===== src/rtl/switch_debounce.sv =====
// Switch debouncer: 2-flop synchronizer feeding a qualify/accept FSM.
// Emits a registered debounced level plus one-cycle rise/fall pulses.
module switch_debounce #(
  parameter int STABLE_CYCLES = 16,
  parameter int CNT_W         = 16
) (
  input  logic clk,
  input  logic rst_n,
  input  logic sw_in,
  output logic d,
  output logic rise,
  output logic fall,
  output logic busy
);

  typedef enum logic [1:0] {
    STABLE_LO = 2'b00,
    QUAL_HI   = 2'b01,
    STABLE_HI = 2'b10,
    QUAL_LO   = 2'b11
  } state_t;

  localparam logic [CNT_W-1:0] LAST = CNT_W'(STABLE_CYCLES - 1);
  localparam logic [CNT_W-1:0] ONE  = CNT_W'(1);
  localparam logic [CNT_W-1:0] SAT  = '1;

  logic s1;
  logic s2;

  state_t           state;
  state_t           state_nxt;
  logic [CNT_W-1:0] cnt;
  logic [CNT_W-1:0] cnt_nxt;

  logic d_nxt;
  logic rise_nxt;
  logic fall_nxt;
  logic busy_nxt;

  // Bring the raw switch level into the clk domain.
  always_ff @(posedge clk or negedge rst_n) begin
    if (!rst_n) begin
      s1 <= 1'b0;
      s2 <= 1'b0;
    end else begin
      s1 <= sw_in;
      s2 <= s1;
    end
  end

  // State, counter and registered outputs.
  always_ff @(posedge clk or negedge rst_n) begin
    if (!rst_n) begin
      state <= STABLE_LO;
      cnt   <= '0;
      d     <= 1'b0;
      rise  <= 1'b0;
      fall  <= 1'b0;
      busy  <= 1'b0;
    end else begin
      state <= state_nxt;
      cnt   <= cnt_nxt;
      d     <= d_nxt;
      rise  <= rise_nxt;
      fall  <= fall_nxt;
      busy  <= busy_nxt;
    end
  end

  // Next state and counter: a new level must persist to be accepted.
  always_comb begin
    state_nxt = state;
    cnt_nxt   = cnt;
    case (state)
      STABLE_LO: begin
        cnt_nxt = '0;
        if (s2) begin
          state_nxt = QUAL_HI;
          cnt_nxt   = ONE;
        end
      end
      QUAL_HI: begin
        if (!s2) begin
          state_nxt = STABLE_LO;
          cnt_nxt   = '0;
        end else if (cnt == LAST) begin
          state_nxt = STABLE_HI;
          cnt_nxt   = '0;
        end else if (cnt != SAT) begin
          cnt_nxt = cnt + ONE;
        end
      end
      STABLE_HI: begin
        cnt_nxt = '0;
        if (!s2) begin
          state_nxt = QUAL_LO;
          cnt_nxt   = ONE;
        end
      end
      QUAL_LO: begin
        if (s2) begin
          state_nxt = STABLE_HI;
          cnt_nxt   = '0;
        end else if (cnt == LAST) begin
          state_nxt = STABLE_LO;
          cnt_nxt   = '0;
        end else if (cnt != SAT) begin
          cnt_nxt = cnt + ONE;
        end
      end
      default: begin
        state_nxt = STABLE_LO;
        cnt_nxt   = '0;
      end
    endcase
  end

  // Outputs track the state being entered so d moves with the FSM.
  always_comb begin
    d_nxt    = (state_nxt == STABLE_HI) ||
               (state_nxt == QUAL_LO);
    busy_nxt = (state_nxt == QUAL_HI) ||
               (state_nxt == QUAL_LO);
    rise_nxt = (state == QUAL_HI) &&
               (state_nxt == STABLE_HI);
    fall_nxt = (state == QUAL_LO) &&
               (state_nxt == STABLE_LO);
  end

endmodule


===== config.mk =====
export PLATFORM = sky130hd
export DESIGN_NAME = switch_debounce
export DESIGN_NICKNAME = d
export VERILOG_FILES = /design/src/rtl/switch_debounce.sv
export SDC_FILE = /design/constraint.sdc
export NUM_CORES = 1
export LEC_CHECK = 0
export ABC_AREA = 1
export BUFFER_PORTS_ARGS = -buffer_cell sky130_fd_sc_hd__clkbuf_2
export CORE_MARGIN = 2
export CORE_UTILIZATION = 40
export DETAILED_ROUTE_END_ITERATION = 16
export GPL_TIMING_DRIVEN = 0
export MAX_ROUTING_LAYER = met4
export PLACE_DENSITY_LB_ADDON = 0.08
export SETUP_SLACK_MARGIN = 0.5
export SKIP_LAST_GASP = 1
export SLEW_MARGIN = 0
export SYNTH_ARGS = -nofsm -noshare
export SYNTH_HDL_FRONTEND = slang
export SYNTH_SLANG_ARGS = --single-unit

===== constraint.sdc =====
create_clock -name clk -period 2.22 [get_ports clk]
set_clock_uncertainty 0.1 [all_clocks]
set_input_delay 0.444 -clock clk [delete_from_list [all_inputs] [get_ports clk]]
set_output_delay 0.444 -clock clk [all_outputs]
set_load 0.01 [all_outputs]

Word-level counts from Yosys, hierarchy flattened
Index checks and enable logic that the tools add are counted.
W data, S select, Z words.
- add/sub/neg operators: 1
- equality and inequality tests: 8
- mux-type cells: 14
- reduce and logical (&&, ||, !) cells: 6
- operators by type and width (operator ; count):
    $mux W16 ; 4
    $pmux W16 S4 ; 1
    $add A16 B1 Y16 const B ; 1
    $eq A16 B4 Y1 const B ; 1
    $ne A16 B16 Y1 const B ; 1
    $mux W2 ; 6
    $eq A2 B2 Y1 const B ; 4
    $pmux W2 S4 ; 1
    $eq A2 B1 Y1 const B ; 2
    $logic_not A2 Y1 ; 2
    $logic_and A1 B1 Y1 ; 2
    $logic_or A1 B1 Y1 ; 2
    $mux W1 ; 2
- register bits after elaboration: 24
- input bits: 3
- output and inout port bits: 4
- logic and storage cells: 37

Logic depth before layout (Yosys ltp)
- depth after elaboration: 6
- depth in mapped cells: 9
- gate-level depth less buffers: 9

Worst setup path after synthesis
No wires, ideal clock.
- path type: register to register
- start: reg cnt[0]
- end: reg cnt[0]
- setup time: 0.113 ns
- arrival: 1.293 ns
- data required time: 2.007 ns
- setup slack: 0.714 ns
- stages on the path, launching flop included: 9
- buffers on the path: 0
- period minus slack after synthesis: 1.506 ns
- cell sequence: dfrtp_1 -> ha_1 -> nand3_4 -> nor2_4 -> nand3_2 -> nand2_1 -> inv_2 -> nand2_1 -> inv_1
- word-level cells in the longest chain between the ends: 5
- elaborated cells on any way between the ends: 8
- those cells by class: add/sub (1); eq/ne (2); mux (5)
- RTL lines (element ; line ; RTL):
    from (decl) ; 32 ; logic [CNT_W-1:0] cnt;
    from (signal assigned) ; 62 ; cnt <= cnt_nxt;
    $add A16 B1 Y16 or $ne A16 B16 Y1 (tied branches) ; n/a ;
    $mux W16 ; 89, 107 ;
    $mux W16 (*) ; 86 ; end else if (cnt == LAST) begin
    $mux W16, on equally long branches ; 101, 83 ;
    $pmux W16 S4 (*) ; 74 ; case (state)
    named net cnt_nxt[0] ; 33 ; logic [CNT_W-1:0] cnt_nxt;
The timed path passes the listed nets; every way through them passes the cells marked *.

Final worst setup path
- start: reg cnt[0]
- end: reg cnt[1]
Same word-level chain as after synthesis.

==> run metrics <==
run status=finished clean; critical-path maximum fanout=7; clock tree buffer depth=2; # IOs=7; Worst Tran Pin Value=0.568 ns; crit end category=register; Worst R2R End=cnt[1]$_DFF_PN0_; post-synth top area share=0.422; minimum clock period=around 1.6 ns; DRC Markers=0; DR iter-0 viols=34; drt first pass iters=4; Seq/Total Area, Yosys=0.422; worst min path class=input port to async pin; vias in the first global route=1034; clk slew on worst S/H paths=0.13 ns; Max-slew headroom=0.622; grt ovf=0; Synth Cell Area=around 1400 µm²; R2R setup slack=between 0.6 and 0.7 ns; die area=3900 µm²; routed length per instance=between 10 and 15 µm; setup TNS=0 ns; CTS sink cnt=23; largest net degree at the start of global routing=24; worst skew pair latency=just over 0.3 ns; Vias/cell=4.75; Gate Count Post-Synth=approximately 170; final worst path period share=0.719; hpwl dp=2060 µm; CTS tree=yes; Synth Register Bits=23; post-synth top area cell=dfrtp_1; total power=0.657 mW; critical path data required time=2.37 ns; total track usage=0.159; Die H=approximately 62 µm; worst path cell trace=ha_2, nand3_4, clkinv_2, nand2_4, nor2_8, nand2_1, a21oi_2; most common cell after layout, fill and taps aside=nand2_1; static leakage=0.761 nW; # diodes=0; Post-Place Cell Area=approximately 1500 µm²; critical path startpoint category=register; mean post-synth cell area=7.98 µm²; worst r2r src=cnt[0]$_DFF_PN0_; Synth area leaders=dfrtp_1 42%, nand2_1 9.9%, inv_1 6.9%; Rows=21; total CTS buffers=3; # H-tree levels=1; Placed Cells=~220; worst setup path class=register to register; Max Slew Vio Count=0; first-pass GRT wire length=approximately 4800 µm; endpoints failing hold=0; initial core utilization=0.412; CP Data Arrival Time=1.75 ns; final setup vio count=0; post-route antenna net violation count=0; Port Buffers=6; area grow syn2layout=10.1%; layout cell share with drive strength beyond 1=0.225; Max-Cap Viols=0; Root Driver=clkbuf_4; Slowest cell on crit path=dfrtp_2; final WL=2640 µm; initial antenna violation count=0; post-layout net count=187; Final GP Congestion=0.829; core area=~3300 µm²; R2R depth=7; Mapped Nets=175; Max stage delay on crit path=0.45 ns; Netlist cell types=26; Die X=between 60 and 70 µm; Yosys warning count=0; pwr/cell area=437 nW/µm²; fin cells=228; fmax=between 600 and 700 MHz; RSZ-0062 raised after global routing=false; DR vias=1082; Final Cell Area=1500 µm²; Max IR drop VDD=0.198 mV; most frequent cells in the layout=36 x nand2_1, 25 x inv_1, 22 x dfrtp_1
layer usage:
layer | vias to the layer above | routed length (µm) | track usage
li1 | 555 | - | -
met1 | 508 | 1270 | 0.213
met2 | 12 | 1260 | 0.253
met3 | 7 | 57 | 0.0162
met4 | 0 | 54 | 0.0583
met5 | - | 0 | -
power by group:
| part | leakage (nW) | switching, mW | total, mW | internal [mW] |
|---|---|---|---|---|
| registers | 0.309 | 0.00656 | 0.432 | 0.425 |
| logic | 0.437 | 0.0222 | 0.0339 | 0.0118 |
| clock network | 0.0150 | 0.121 | 0.191 | 0.0701 |
metrics by stage:
step                      setup WS (ns)  utilization  hold WS (ns)
final                             0.623        0.454       0.00400
after global routing              0.516        0.454        0.0291
after CTS                         0.517        0.447        0.0186
after detailed placement          0.549        0.439         0.245
after global placement            0.546        0.439         0.239
after floorplan                   0.714            -        0.0484
cell type report:
class                           count  area, µm²
Tap cell                           46       57.6
Inverter                           31        120
Fill cell                         356       1810
Sequential cell                    23        577
Timing Repair Buffer                7       50.0
Clock buffer                        4       26.3
Multi-Input combinational cell    117        672
state kept, by name (all words and copies together), names as in the netlist:
register,cells
busy,1
cnt,16
rise,1
state,1
fall,1
s2,1
s1,1
d,1
worst max path at each step:
stage,start,to,slack [ns],cells after the start
after floorplan,cnt[0]$_DFF_PN0_,cnt[0]$_DFF_PN0_,0.71,8
after global placement,cnt[0]$_DFF_PN0_,cnt[2]$_DFF_PN0_,0.55,6
after detailed placement,cnt[0]$_DFF_PN0_,cnt[5]$_DFF_PN0_,0.55,6
after CTS,cnt[0]$_DFF_PN0_,cnt[5]$_DFF_PN0_,0.52,6
after global routing,cnt[0]$_DFF_PN0_,cnt[0]$_DFF_PN0_,0.52,9
final,cnt[0]$_DFF_PN0_,cnt[1]$_DFF_PN0_,0.62,7
synth_stat cells:
master	count
nand2_1	36
inv_1	25
dfrtp_1	23
nor2_1	21
nand3_1	13
nand4_1	8
nor2_2	5
nor2_4	4
a21oi_2	3
nand2_2	3
nand3_2	3
o21ai_1	3
xnor2_1	3
xor2_1	3
a21oi_1	2
clkinv_1	2
inv_2	2
nand2_4	2
nor3_1	2
or2_2	2
a21oi_4	1
clkinv_2	1
ha_1	1
inv_4	1
nand3_4	1
nor2_8	1
critical path, delay by kind of cell, from the launching register on:
family	cells	cell delay, ns
buffers and inverters	1	0.11
AOI/OAI and AO/OA	1	0.13
adders and majority gates	1	0.25
and+or+nand+nor	4	0.48
DFF	1	0.45
cell families (layout without fill, tap and decap cells):
kind of cell,count (synthesis),in the layout,share of synthesized area
AO/OA/AOI/OAI,9,9,0.0495
buffers and inverters,31,42,0.0880
XOR/XNOR,6,6,0.0385
AND/OR/NAND/NOR,101,101,0.393
adder cells (fa/ha/maj),1,1,0.00916
flip-flops,23,23,0.422
timing repair:
| item | CTS | global route |
|---|---|---|
| setup endpoints to repair | 0 | 15 |
| setup buffers | 0 | 1 |
| gates resized for setup | 0 | 2 |
| hold buffers | 0 | 0 |
No activity file was read; power rests on OpenSTA's default activity.
